==> src/rtl/hams_syncfifo_pro_pkg.sv <==
// Shared types and elaboration helpers for the hams synchronous FIFO.
package hams_fifo_pkg;

    typedef enum logic {
        FIFO_REG  = 1'b0,
        FIFO_FWFT = 1'b1
    } fifo_mode_e;

    // Pointer width for a 0..depth-1 index; a 2-entry FIFO still needs one bit.
    function automatic int ptr_width(input int depth);
        return (depth > 2) ? $clog2(depth) : 1;
    endfunction

endpackage

==> src/rtl/hams_syncfifo_pro_if.sv <==
// Push/pop handshake, data and status bundle of the hams synchronous FIFO.
interface hams_syncfifo_pro_if #(
    parameter int DEPTH = 16,
    parameter int WIDTH = 8
);
    localparam int CW = $clog2(DEPTH + 1);

    logic             push;
    logic [WIDTH-1:0] push_data;
    logic             pop;
    logic             err_clr;
    logic [WIDTH-1:0] pop_data;
    logic             pop_valid;
    logic             empty;
    logic             full;
    logic             almost_full;
    logic             almost_empty;
    logic [CW-1:0]    count;
    logic             overflow;
    logic             underflow;

    modport master (
        output push, push_data, pop, err_clr,
        input  pop_data, pop_valid, empty, full, almost_full, almost_empty,
               count, overflow, underflow
    );

    modport slave (
        input  push, push_data, pop, err_clr,
        output pop_data, pop_valid, empty, full, almost_full, almost_empty,
               count, overflow, underflow
    );

endinterface

==> src/rtl/hams_syncfifo_pro_mem.sv <==
// DEPTH x WIDTH storage with one write port and one asynchronous read port; contents are never reset.
module hams_fifo_mem #(
    parameter int DEPTH = 16,
    parameter int WIDTH = 8,
    parameter int AW    = 4
) (
    input  logic             clk,
    input  logic             we,
    input  logic [AW-1:0]    waddr,
    input  logic [WIDTH-1:0] wdata,
    input  logic [AW-1:0]    raddr,
    output logic [WIDTH-1:0] rdata
);

    logic [WIDTH-1:0] mem_r [DEPTH];

    // Write port
    always_ff @(posedge clk) begin
        if (we) begin
            mem_r[waddr] <= wdata;
        end
    end

    assign rdata = mem_r[raddr];

endmodule

==> src/rtl/hams_syncfifo_pro.sv <==
// Synchronous FIFO with FWFT or registered read, occupancy-derived flags and sticky error flags.
module hams_syncfifo_pro
    import hams_fifo_pkg::*;
#(
    parameter int DEPTH    = 16,
    parameter int WIDTH    = 8,
    parameter int FWFT     = 1,
    parameter int AF_LEVEL = DEPTH - 2,
    parameter int AE_LEVEL = 2
) (
    input  logic                clk,
    input  logic                rst,
    hams_syncfifo_pro_if.slave  bus
);

    localparam int         AW   = ptr_width(DEPTH);
    localparam int         CW   = $clog2(DEPTH + 1);
    localparam fifo_mode_e MODE = (FWFT != 0) ? FIFO_FWFT : FIFO_REG;

    if (DEPTH < 2) begin : g_bad_depth
        $error("hams_syncfifo_pro: DEPTH must be at least 2");
    end
    if (AF_LEVEL > DEPTH) begin : g_bad_af
        $error("hams_syncfifo_pro: AF_LEVEL must not exceed DEPTH");
    end
    if (AE_LEVEL >= DEPTH) begin : g_bad_ae
        $error("hams_syncfifo_pro: AE_LEVEL must be below DEPTH");
    end

    logic [AW-1:0]    wr_ptr_r, rd_ptr_r, wr_ptr_nxt_s, rd_ptr_nxt_s, raddr_s;
    logic [CW-1:0]    count_r, count_nxt_s;
    logic             push_acc_s, pop_acc_s, ovf_evt_s, udf_evt_s, bypass_s;
    logic [WIDTH-1:0] rdata_s, pop_data_r, pop_data_nxt_s;
    logic             pop_valid_r, pop_valid_nxt_s;
    logic             empty_r, full_r, almost_full_r, almost_empty_r;
    logic             overflow_r, underflow_r;

    function automatic logic [AW-1:0] ptr_inc(input logic [AW-1:0] p);
        return (p == AW'(DEPTH - 1)) ? {AW{1'b0}} : p + AW'(1);
    endfunction

    // Accept decisions, error events, pointer and occupancy next-state
    always_comb begin
        pop_acc_s    = bus.pop && !empty_r;
        push_acc_s   = bus.push && (!full_r || pop_acc_s);
        ovf_evt_s    = bus.push && !push_acc_s;
        udf_evt_s    = bus.pop && empty_r;
        wr_ptr_nxt_s = push_acc_s ? ptr_inc(wr_ptr_r) : wr_ptr_r;
        rd_ptr_nxt_s = pop_acc_s ? ptr_inc(rd_ptr_r) : rd_ptr_r;
        case ({push_acc_s, pop_acc_s})
            2'b10:   count_nxt_s = count_r + CW'(1);
            2'b01:   count_nxt_s = count_r - CW'(1);
            default: count_nxt_s = count_r;
        endcase
    end

    // FWFT prefetches the post-edge head so pop_data can stay a register.
    assign raddr_s  = (MODE == FIFO_FWFT) ? rd_ptr_nxt_s : rd_ptr_r;
    assign bypass_s = push_acc_s && (wr_ptr_r == rd_ptr_nxt_s);

    // Read-side next state for both read modes
    always_comb begin
        pop_data_nxt_s  = pop_data_r;
        pop_valid_nxt_s = 1'b0;
        if (MODE == FIFO_FWFT) begin
            pop_valid_nxt_s = (count_nxt_s != CW'(0));
            if (!pop_valid_nxt_s) begin
                pop_data_nxt_s = {WIDTH{1'b0}};
            end else if (bypass_s) begin
                pop_data_nxt_s = bus.push_data;
            end else begin
                pop_data_nxt_s = rdata_s;
            end
        end else begin
            pop_valid_nxt_s = pop_acc_s;
            if (pop_acc_s) begin
                pop_data_nxt_s = rdata_s;
            end else begin
                pop_data_nxt_s = pop_data_r;
            end
        end
    end

    // Control, status and error registers
    always_ff @(posedge clk) begin
        if (rst) begin
            wr_ptr_r       <= {AW{1'b0}};
            rd_ptr_r       <= {AW{1'b0}};
            count_r        <= {CW{1'b0}};
            empty_r        <= 1'b1;
            full_r         <= 1'b0;
            almost_full_r  <= (AF_LEVEL == 0);
            almost_empty_r <= 1'b1;
            overflow_r     <= 1'b0;
            underflow_r    <= 1'b0;
            pop_valid_r    <= 1'b0;
            pop_data_r     <= {WIDTH{1'b0}};
        end else begin
            wr_ptr_r       <= wr_ptr_nxt_s;
            rd_ptr_r       <= rd_ptr_nxt_s;
            count_r        <= count_nxt_s;
            empty_r        <= (count_nxt_s == CW'(0));
            full_r         <= (count_nxt_s == CW'(DEPTH));
            almost_full_r  <= (count_nxt_s >= CW'(AF_LEVEL));
            almost_empty_r <= (count_nxt_s <= CW'(AE_LEVEL));
            overflow_r     <= ovf_evt_s || (overflow_r && !bus.err_clr);
            underflow_r    <= udf_evt_s || (underflow_r && !bus.err_clr);
            pop_valid_r    <= pop_valid_nxt_s;
            pop_data_r     <= pop_data_nxt_s;
        end
    end

    hams_fifo_mem #(
        .DEPTH (DEPTH),
        .WIDTH (WIDTH),
        .AW    (AW)
    ) u_mem (
        .clk   (clk),
        .we    (push_acc_s && !rst),
        .waddr (wr_ptr_r),
        .wdata (bus.push_data),
        .raddr (raddr_s),
        .rdata (rdata_s)
    );

    assign bus.pop_data     = pop_data_r;
    assign bus.pop_valid    = pop_valid_r;
    assign bus.empty        = empty_r;
    assign bus.full         = full_r;
    assign bus.almost_full  = almost_full_r;
    assign bus.almost_empty = almost_empty_r;
    assign bus.count        = count_r;
    assign bus.overflow     = overflow_r;
    assign bus.underflow    = underflow_r;

endmodule

==> src/flat_wrapper.sv <==
// flat-port wrapper written by rule: the top's interface ports become plain ports
module hams_syncfifo_pro_flat import hams_fifo_pkg::*;
#(
    parameter int DEPTH    = 16,
    parameter int WIDTH    = 8,
    parameter int FWFT     = 1,
    parameter int AF_LEVEL = DEPTH - 2,
    parameter int AE_LEVEL = 2
)
  (clk, rst, bus_push, bus_push_data, bus_pop, bus_err_clr, bus_pop_data, bus_pop_valid, bus_empty, bus_full, bus_almost_full, bus_almost_empty, bus_count, bus_overflow, bus_underflow);
  hams_syncfifo_pro_if #(.DEPTH(DEPTH), .WIDTH(WIDTH)) bus_i ();
  input  logic clk;
  input  logic rst;
  input wire logic [$bits(bus_i.push)-1:0] bus_push;
  input wire logic [$bits(bus_i.push_data)-1:0] bus_push_data;
  input wire logic [$bits(bus_i.pop)-1:0] bus_pop;
  input wire logic [$bits(bus_i.err_clr)-1:0] bus_err_clr;
  output wire logic [$bits(bus_i.pop_data)-1:0] bus_pop_data;
  output wire logic [$bits(bus_i.pop_valid)-1:0] bus_pop_valid;
  output wire logic [$bits(bus_i.empty)-1:0] bus_empty;
  output wire logic [$bits(bus_i.full)-1:0] bus_full;
  output wire logic [$bits(bus_i.almost_full)-1:0] bus_almost_full;
  output wire logic [$bits(bus_i.almost_empty)-1:0] bus_almost_empty;
  output wire logic [$bits(bus_i.count)-1:0] bus_count;
  output wire logic [$bits(bus_i.overflow)-1:0] bus_overflow;
  output wire logic [$bits(bus_i.underflow)-1:0] bus_underflow;
  assign bus_i.push = bus_push;
  assign bus_i.push_data = bus_push_data;
  assign bus_i.pop = bus_pop;
  assign bus_i.err_clr = bus_err_clr;
  assign bus_pop_data = bus_i.pop_data;
  assign bus_pop_valid = bus_i.pop_valid;
  assign bus_empty = bus_i.empty;
  assign bus_full = bus_i.full;
  assign bus_almost_full = bus_i.almost_full;
  assign bus_almost_empty = bus_i.almost_empty;
  assign bus_count = bus_i.count;
  assign bus_overflow = bus_i.overflow;
  assign bus_underflow = bus_i.underflow;
  hams_syncfifo_pro #(.DEPTH(DEPTH), .WIDTH(WIDTH), .FWFT(FWFT), .AF_LEVEL(AF_LEVEL), .AE_LEVEL(AE_LEVEL)) u_core (.clk(clk), .rst(rst), .bus(bus_i));
endmodule
==> config.mk <==
export PLATFORM = sky130hd
export DESIGN_NAME = hams_syncfifo_pro_flat
export DESIGN_NICKNAME = d
export VERILOG_FILES = /design/src/rtl/hams_syncfifo_pro_pkg.sv /design/src/rtl/hams_syncfifo_pro_if.sv /design/src/rtl/hams_syncfifo_pro_mem.sv /design/src/rtl/hams_syncfifo_pro.sv /design/src/flat_wrapper.sv
export SDC_FILE = /design/constraint.sdc
export NUM_CORES = 1
export LEC_CHECK = 0
export ABC_AREA = 1
export CAP_MARGIN = 20
export CORE_ASPECT_RATIO = 0.5
export CORE_MARGIN = 2
export CORE_UTILIZATION = 40
export DETAILED_ROUTE_END_ITERATION = 6
export HOLD_SLACK_MARGIN = 0.06
export PLACE_DENSITY = 0.67
export SLEW_MARGIN = 40
export SYNTH_ARGS = -nofsm -noshare
export SYNTH_HDL_FRONTEND = slang
export SYNTH_SLANG_ARGS = --single-unit
==> constraint.sdc <==
create_clock -name clk -period 2.8 [get_ports clk]
set_clock_uncertainty 0.1 [all_clocks]
set_input_delay 0.7 -clock clk [delete_from_list [all_inputs] [get_ports clk]]
set_output_delay 0.7 -clock clk [all_outputs]
set_load 0.05 [all_outputs]
==> results of run 1 <==
==> synth_stat cells <==
cell,instances,share of area [%]
nand4_2,2,0.35
buf_4,4,0.42
o21ai_0,7,0.49
edfxtp_1,128,54
o21ai_2,1,0.12
nor2_1,27,1.4
nand3_2,1,0.14
and2_1,1,0.088
nand4_1,11,0.97
nor2_4,2,0.32
buf_2,9,0.63
dfxtp_1,28,7.9
or2_1,1,0.088
a21oi_1,14,0.99
inv_1,151,8.0
nor3_1,4,0.28
nand2_1,143,7.6
o21ai_4,1,0.23
xor2_1,8,0.99
nand2_2,2,0.18
inv_2,2,0.11
xor2_4,1,0.39
clkinv_1,1,0.053
ha_1,8,1.4
nand3_1,166,12
nand2_4,2,0.32
xnor2_1,1,0.12
clkbuf_1,13,0.69
==> critical path, delay by kind of cell <==
family                   cells  cell delay (ns)
adder cells (fa/ha/maj)      2             0.37
AO/OA/AOI/OAI                2             0.29
AND/OR/NAND/NOR              8             0.68
XOR/XNOR                     1             0.19
buffers and inverters        3             0.70
==> state kept, by name (all words and copies together) (netlist names) <==
| register | count |
|---|---|
| u_core.bus.almost_empty | 1 |
| u_core.bus.almost_full | 1 |
| u_core.bus.count | 5 |
| u_core.bus.empty | 1 |
| u_core.bus.full | 1 |
| u_core.bus.overflow | 1 |
| u_core.bus.pop_data | 8 |
| u_core.bus.pop_valid | 1 |
| u_core.bus.underflow | 1 |
| u_core.rd_ptr_r | 4 |
| u_core.u_mem.mem_r | 128 |
| u_core.wr_ptr_r | 4 |
==> worst max-delay path by stage <==
| stage | endpoint | slack, ns | cells after the start |
|---|---|---|---|
| after global placement | u_core.bus.pop_data[3] | -0.42 | 18 |
| after CTS | u_core.bus.pop_data[0] | 0.08 | 16 |
| after detailed placement | u_core.bus.pop_data[0] | -0.60 | 18 |
| final | u_core.bus.pop_data[0] | 0.13 | 16 |
| after global routing | u_core.bus.pop_data[1] | -0.004 | 16 |
| after floorplan | u_core.bus.pop_data[0] | 0.04 | 17 |
==> final cells by class <==
| class | instances | share of cell area [%] |
|---|---|---|
| sequential | 156 | 50.53 |
| clock buffer | 18 | 4.923 |
| clock inverter | 14 | 1.650 |
| timing repair buffer | 90 | 9.515 |
| multi-input combinational | 403 | 23.39 |
| inverter | 154 | 6.630 |
| tap | 234 | 3.358 |
==> cell families after synthesis <==
family	count (synthesis)	synth area share, %
simple gates	362	23.40
buf+inv	180	9.878
compound gates	23	1.831
flops	156	61.98
xor+xnor	10	1.497
fa+ha+maj	8	1.409
==> routing by layer <==
| layer | GRT usage (%) | up-vias |
|---|---|---|
| met5 | 0 | - |
| met4 | 5.813 | 0 |
| met3 | 4.277 | 17 |
| met2 | 29.41 | 182 |
| met1 | 27.07 | 2480 |
| li1 | - | 2581 |
==> through the flow <==
stage	instances	setup TNS [ns]	utilization [%]
after floorplan	739	0	-
after global placement	1037	-5.159	46.59
after detailed placement	1037	-7.750	46.59
after CTS	1069	0	49.88
after global routing	1069	-0.006982	50.11
final	1069	0	50.11
==> power by group through the flow <==
stage | Combinational [uW] | Sequential (uW) | Clock [uW]
floorplan | 677 | 2920 | 0
global placement | 1460 | 2710 | 0
detailed placement | 1490 | 2710 | 0
CTS | 1500 | 2660 | 2270
global route | 1640 | 2670 | 2370
finish | 1510 | 2660 | 2250
==> repair_timing <==
item | in CTS | in global routing
endpoints found under the setup margin | 11 | 10
pin swaps | 0 | 3
resized for setup | 2 | 10
hold buffers | 0 | 0
==> flow_metrics.env, run 1 <==
export IMPL_status="completed"
export IMPL_port_buffers=32
export IMPL_setup_ws_ns=0.1323
export IMPL_final_hold_violation_count=0
export IMPL_start_util_pct=40.84
export IMPL_die_x_microns=192.5
export IMPL_route_antenna_remaining_nets=0
export IMPL_routed_top_layer="met4"
export IMPL_required_ns=3.05
export IMPL_cpPeakStageDelay_ns=0.49
export IMPL_max_cap_violations=0
export IMPL_r2r_start="u_core.bus.empty"
export IMPL_drtPass1Iterations=5
export IMPL_seqPwrFrac_pct=41.4
export IMPL_grt_pass1_wl_mm=26.74
export IMPL_wl_met2_mm=7.772
export IMPL_hp_start="u_core.bus.overflow"
export IMPL_clock_latency_ns=0.42
export IMPL_crit_top_cell="nand2_1"
export IMPL_arrival_ns=2.92
export IMPL_cts_sinks=156
export IMPL_combinationalPowerShare_pct=23.5
export IMPL_hold_depth=2
export IMPL_gp_congestion=0.8261
export IMPL_grt_usage_pct=19.11
export IMPL_grt_pass1_vias=4905
export IMPL_syn_area_sq_um=7106
export IMPL_register_area_sq_um=4405
export IMPL_fin_crit_sh_pct=95.27
export IMPL_layout_commonest_cell="nand3_1"
export IMPL_endpoint_kind="flop"
export IMPL_power_density_nw_per_um2=736.0
export IMPL_clkSlewWorstSetupHoldPaths_ns=0.07
export IMPL_multi_input_area_sq_um=2039
export IMPL_cts_max_level=4
export IMPL_dp_slack_ns=-0.5956
export IMPL_switching_share_pct=30.67
export IMPL_first_iter_violations=524
export IMPL_power_share_clock_pct=35.1
export IMPL_drive_above_1_share_pct=13.17
export IMPL_drcViolationCount=0
export IMPL_io_pins=33
export IMPL_max_slew_margin_pct=66.13
export IMPL_avgSynthCellArea_sq_um=9.615
export IMPL_wl_met3_mm=1.330
export IMPL_reg2regPathDepth=18
export IMPL_rows=34
export IMPL_via_per_inst=4.920
export IMPL_holdPathEnd="u_core.bus.overflow"
export IMPL_final_period_minus_worst_setup_slack_ns=2.668
export IMPL_finalHoldWorstSlack_ns=0.3662
export IMPL_coreArea_sq_um=17400
export IMPL_gr_total_overflow=0
export IMPL_slew_violations=0
export IMPL_m1WireLength_mm=7.731
export IMPL_ys_ff_latch=156
export IMPL_p_int_uw=4449
export IMPL_dp_hpwl_mm=11.44
export IMPL_path_cells="clkdlybuf4s50_1 -> nand2_2 -> ha_4 -> xor2_2 -> ha_2 -> inv_1 -> nand2_1 -> nand2_2 -> o21ai_2 -> nand3_2 -> nand2_1 -> nand2_1 -> nand3_1 -> nand2_1 -> buf_12 -> a21oi_1"
export IMPL_slowest_stage="clkdlybuf4s50_1"
export IMPL_fillers=1512
export IMPL_crit_start="bus_push"
export IMPL_fin_area_sq_um=8718
export IMPL_cts_root_buf="clkbuf_16"
export IMPL_wl_per_cell_microns=15.95
export IMPL_die_y_microns=98.25
export IMPL_start_kind="input port"
export IMPL_crit_type="in2reg"
export IMPL_synthesis_instances=739
export IMPL_nNetsFinal=843
export IMPL_hp_class="reg2reg"
export IMPL_vias=5260
export IMPL_power_uw=6417
export IMPL_setup_viol=0
export IMPL_p_leak_uw=0.003803
export IMPL_cts_tree="built"
export IMPL_ys_warn_count=0
export IMPL_grt_max_degree=33
export IMPL_p_sw_uw=1968
export IMPL_clk_path_buf_depth=2
export IMPL_area_growth_pct=22.70
export IMPL_syn_num_nets=760
export IMPL_ys_seq_area_share_pct=61.98
export IMPL_cts_buffers=17
export IMPL_totalWireLength_mm=17.05
export IMPL_ir_drop_mv=0.3825
export IMPL_diodes=0
export IMPL_worstMarginPinSlew_ns=0.5065
export IMPL_most_common_layout_cells="nand3_1, inv_1, nand2_1"
export IMPL_fmax_mhz=374.9
export IMPL_post_cts_buffers=0
export IMPL_rrSetupSlack_ns=0.37
export IMPL_antenna_found_initial=0
export IMPL_rr_endpoint="u_core.bus.pop_data[0]"
export IMPL_ys_types=28
export IMPL_placed_area_sq_um=8107
export IMPL_critical_path_max_fanout=10
export IMPL_dieArea_sq_um=18910
Note: power is estimated with default switching activity, not from simulation.
==> inputs of run 2 (changes only) <==
- CTS_BUF_LIST: default -> sky130_fd_sc_hd__clkbuf_8 sky130_fd_sc_hd__clkbuf_16
==> run 2 against run 1 <==
  * Utilization unchanged
  * Wire length up 0.13%
  * Global-route usage unchanged
  * Via count up 0.30%
  * Sequential cell count unchanged
  * Non-clock buffer count unchanged
  * Worst setup slack about the same
  * Critical path depth unchanged
  * Combinational power about the same
  * Sequential share of layout area unchanged
  * Clock-buffer cell count down 1
  * First-iteration DRC count down 5.5%
==> flow_metrics.env, run 2 (synthesis gave the netlist of run 1 again) <==
export IMPL_status="completed"
export IMPL_post_cts_buffers=0
export IMPL_cts_max_level=4
export IMPL_max_slew_margin_pct=66.15
export IMPL_dp_hpwl_mm=11.44
export IMPL_wl_met2_mm=7.794
export IMPL_hp_class="reg2reg"
export IMPL_wl_met3_mm=1.223
export IMPL_cp_top_family="buffers and inverters"
export IMPL_drtPass1Iterations=6
export IMPL_fmax_mhz=374.8
export IMPL_power_uw=6410
export IMPL_grt_max_degree=33
export IMPL_fin_crit_sh_pct=95.29
export IMPL_path_cells="clkdlybuf4s50_1 -> nand2_2 -> ha_4 -> xor2_2 -> ha_2 -> inv_1 -> nand2_1 -> nand2_2 -> o21ai_2 -> nand3_2 -> nand2_1 -> nand2_1 -> nand3_1 -> nand2_1 -> buf_12 -> a21oi_1"
export IMPL_gr_total_overflow=0
export IMPL_clock_latency_ns=0.43
export IMPL_finalHoldWorstSlack_ns=0.3666
export IMPL_slowest_stage="clkdlybuf4s50_1"
export IMPL_clkSlewWorstSetupHoldPaths_ns=0.07
export IMPL_antenna_found_initial=0
export IMPL_p_sw_uw=1965
export IMPL_start_util_pct=40.84
export IMPL_cts_sinks=156
export IMPL_start_kind="input port"
export IMPL_layout_commonest_cell="nand3_1"
export IMPL_tns_ns=0
export IMPL_placed_area_sq_um=8107
export IMPL_cts_root_buf="clkbuf_16"
export IMPL_critical_path_max_fanout=10
export IMPL_io_pins=33
export IMPL_fin_area_sq_um=8718
export IMPL_max_cap_violations=0
export IMPL_largest_reg_flops=128
export IMPL_cpPeakStageDelay_ns=0.49
export IMPL_endpoint_kind="flop"
export IMPL_p_leak_uw=0.003807
export IMPL_ir_drop_mv=0.3787
export IMPL_switching_share_pct=30.66
export IMPL_cts_tree="built"
export IMPL_setup_viol=0
export IMPL_dp_slack_ns=-0.5956
export IMPL_die_x_microns=192.5
export IMPL_port_buffers=32
export IMPL_gp_congestion=0.8261
export IMPL_nNetsFinal=843
export IMPL_drive_above_1_share_pct=13.17
export IMPL_clk_path_buf_depth=2
export IMPL_rows=34
export IMPL_cts_buffers=17
export IMPL_power_share_clock_pct=35.0
export IMPL_die_y_microns=98.25
export IMPL_seqPwrFrac_pct=41.5
export IMPL_grt_pass1_vias=4905
export IMPL_crit_buf_inv=3
export IMPL_combinationalPowerShare_pct=23.6
export IMPL_grt_usage_pct=19.11
export IMPL_totalWireLength_mm=17.07
export IMPL_fillers=1512
export IMPL_slew_violations=0
export IMPL_multi_input_area_sq_um=2039
export IMPL_first_iter_violations=495
export IMPL_power_density_nw_per_um2=735.3
export IMPL_route_antenna_remaining_nets=0
export IMPL_regMostFlops="u_core.u_mem.mem_r"
export IMPL_drcViolationCount=0
export IMPL_m1WireLength_mm=7.827
export IMPL_diodes=0
export IMPL_crit_type="in2reg"
export IMPL_final_period_minus_worst_setup_slack_ns=2.668
export IMPL_area_growth_pct=22.70
export IMPL_dieArea_sq_um=18910
export IMPL_arrival_ns=2.91
export IMPL_via_per_inst=4.935
export IMPL_grt_pass1_wl_mm=26.74
export IMPL_register_area_sq_um=4405
export IMPL_setup_ws_ns=0.1319
export IMPL_routed_top_layer="met4"
export IMPL_coreArea_sq_um=17400
export IMPL_wl_per_cell_microns=15.97
export IMPL_crit_top_cell="nand2_1"
export IMPL_most_common_layout_cells="nand3_1, inv_1, nand2_1"
export IMPL_vias=5276
export IMPL_final_hold_violation_count=0
export IMPL_p_int_uw=4445
export IMPL_required_ns=3.05
export IMPL_worstMarginPinSlew_ns=0.5062
[run 2: cell types whose count changed in the layout (fill, tap and decap cells not counted)]
cell and change:
clkbuf_1 -1, inv_1 +1
[run 2: layout make-up]
| class | count | share of cell area (%) |
|---|---|---|
| Clock inverter | 15 | 1.693 |
| Tap cell | 234 | 3.358 |
| Sequential cell | 156 | 50.53 |
| Inverter | 154 | 6.630 |
| Clock buffer | 17 | 4.879 |
| Multi-Input combinational cell | 403 | 23.39 |
| Timing Repair Buffer | 90 | 9.515 |
[run 2: per-stage QoR]
| stage | utilization (%) | instances |
|---|---|---|
| final | 50.11 | 1069 |
| after global routing | 50.11 | 1069 |
| after CTS | 49.88 | 1069 |
| after detailed placement | 46.59 | 1037 |
| after global placement | 46.59 | 1037 |
| after floorplan | - | 739 |
[run 2: final timing paths]
path | from | endpoint | slack (ns) | depth (start not counted)
worst max-delay path | bus_push | u_core.bus.pop_data[3] | 0.13 | 16
worst min-delay path | u_core.bus.overflow | u_core.bus.overflow | 0.37 | 2
worst max register to register | u_core.bus.empty | u_core.bus.pop_data[3] | 0.36 | 18
worst min register to register | u_core.bus.overflow | u_core.bus.overflow | 0.37 | 2
[run 2: per-layer routing]
layer  up-vias  GRT usage [%]
met1      2489          27.07
met4         0          5.813
li1       2580              -
met5         -              0
met2       188          29.41
met3        19          4.277
[run 2: worst reg2reg max path, cell delays in order, from the launching register on]
cell and delay, ns:
dfxtp_2 0.35, inv_1 0.08, nand2_2 0.05, nand2_1 0.07, nand2_2 0.07, ha_4 0.18
xor2_2 0.19, ha_2 0.19, inv_1 0.06, nand2_1 0.10, nand2_2 0.07, o21ai_2 0.16
nand3_2 0.10, nand2_1 0.07, nand2_1 0.06, nand3_1 0.10, nand2_1 0.09, buf_12 0.15
a21oi_1 0.13
[run 2: power groups by stage]
stage / registers [uW] / clock network (uW) / logic [uW]
6_report: 2660 / 2240 / 1510
4_1_cts: 2660 / 2260 / 1500
2_1_floorplan: 2920 / 0 / 677
3_5_place_dp: 2710 / 0 / 1490
5_1_grt: 2670 / 2370 / 1640
3_3_place_gp: 2710 / 0 / 1460
[run 2: what timing repair did]
action                                  in CTS  in global routing
pin swaps                                    0                  3
cloned                                       0                  0
endpoints found under the setup margin      11                 10
gates resized for setup                      2                 10
hold buffers                                 0                  0
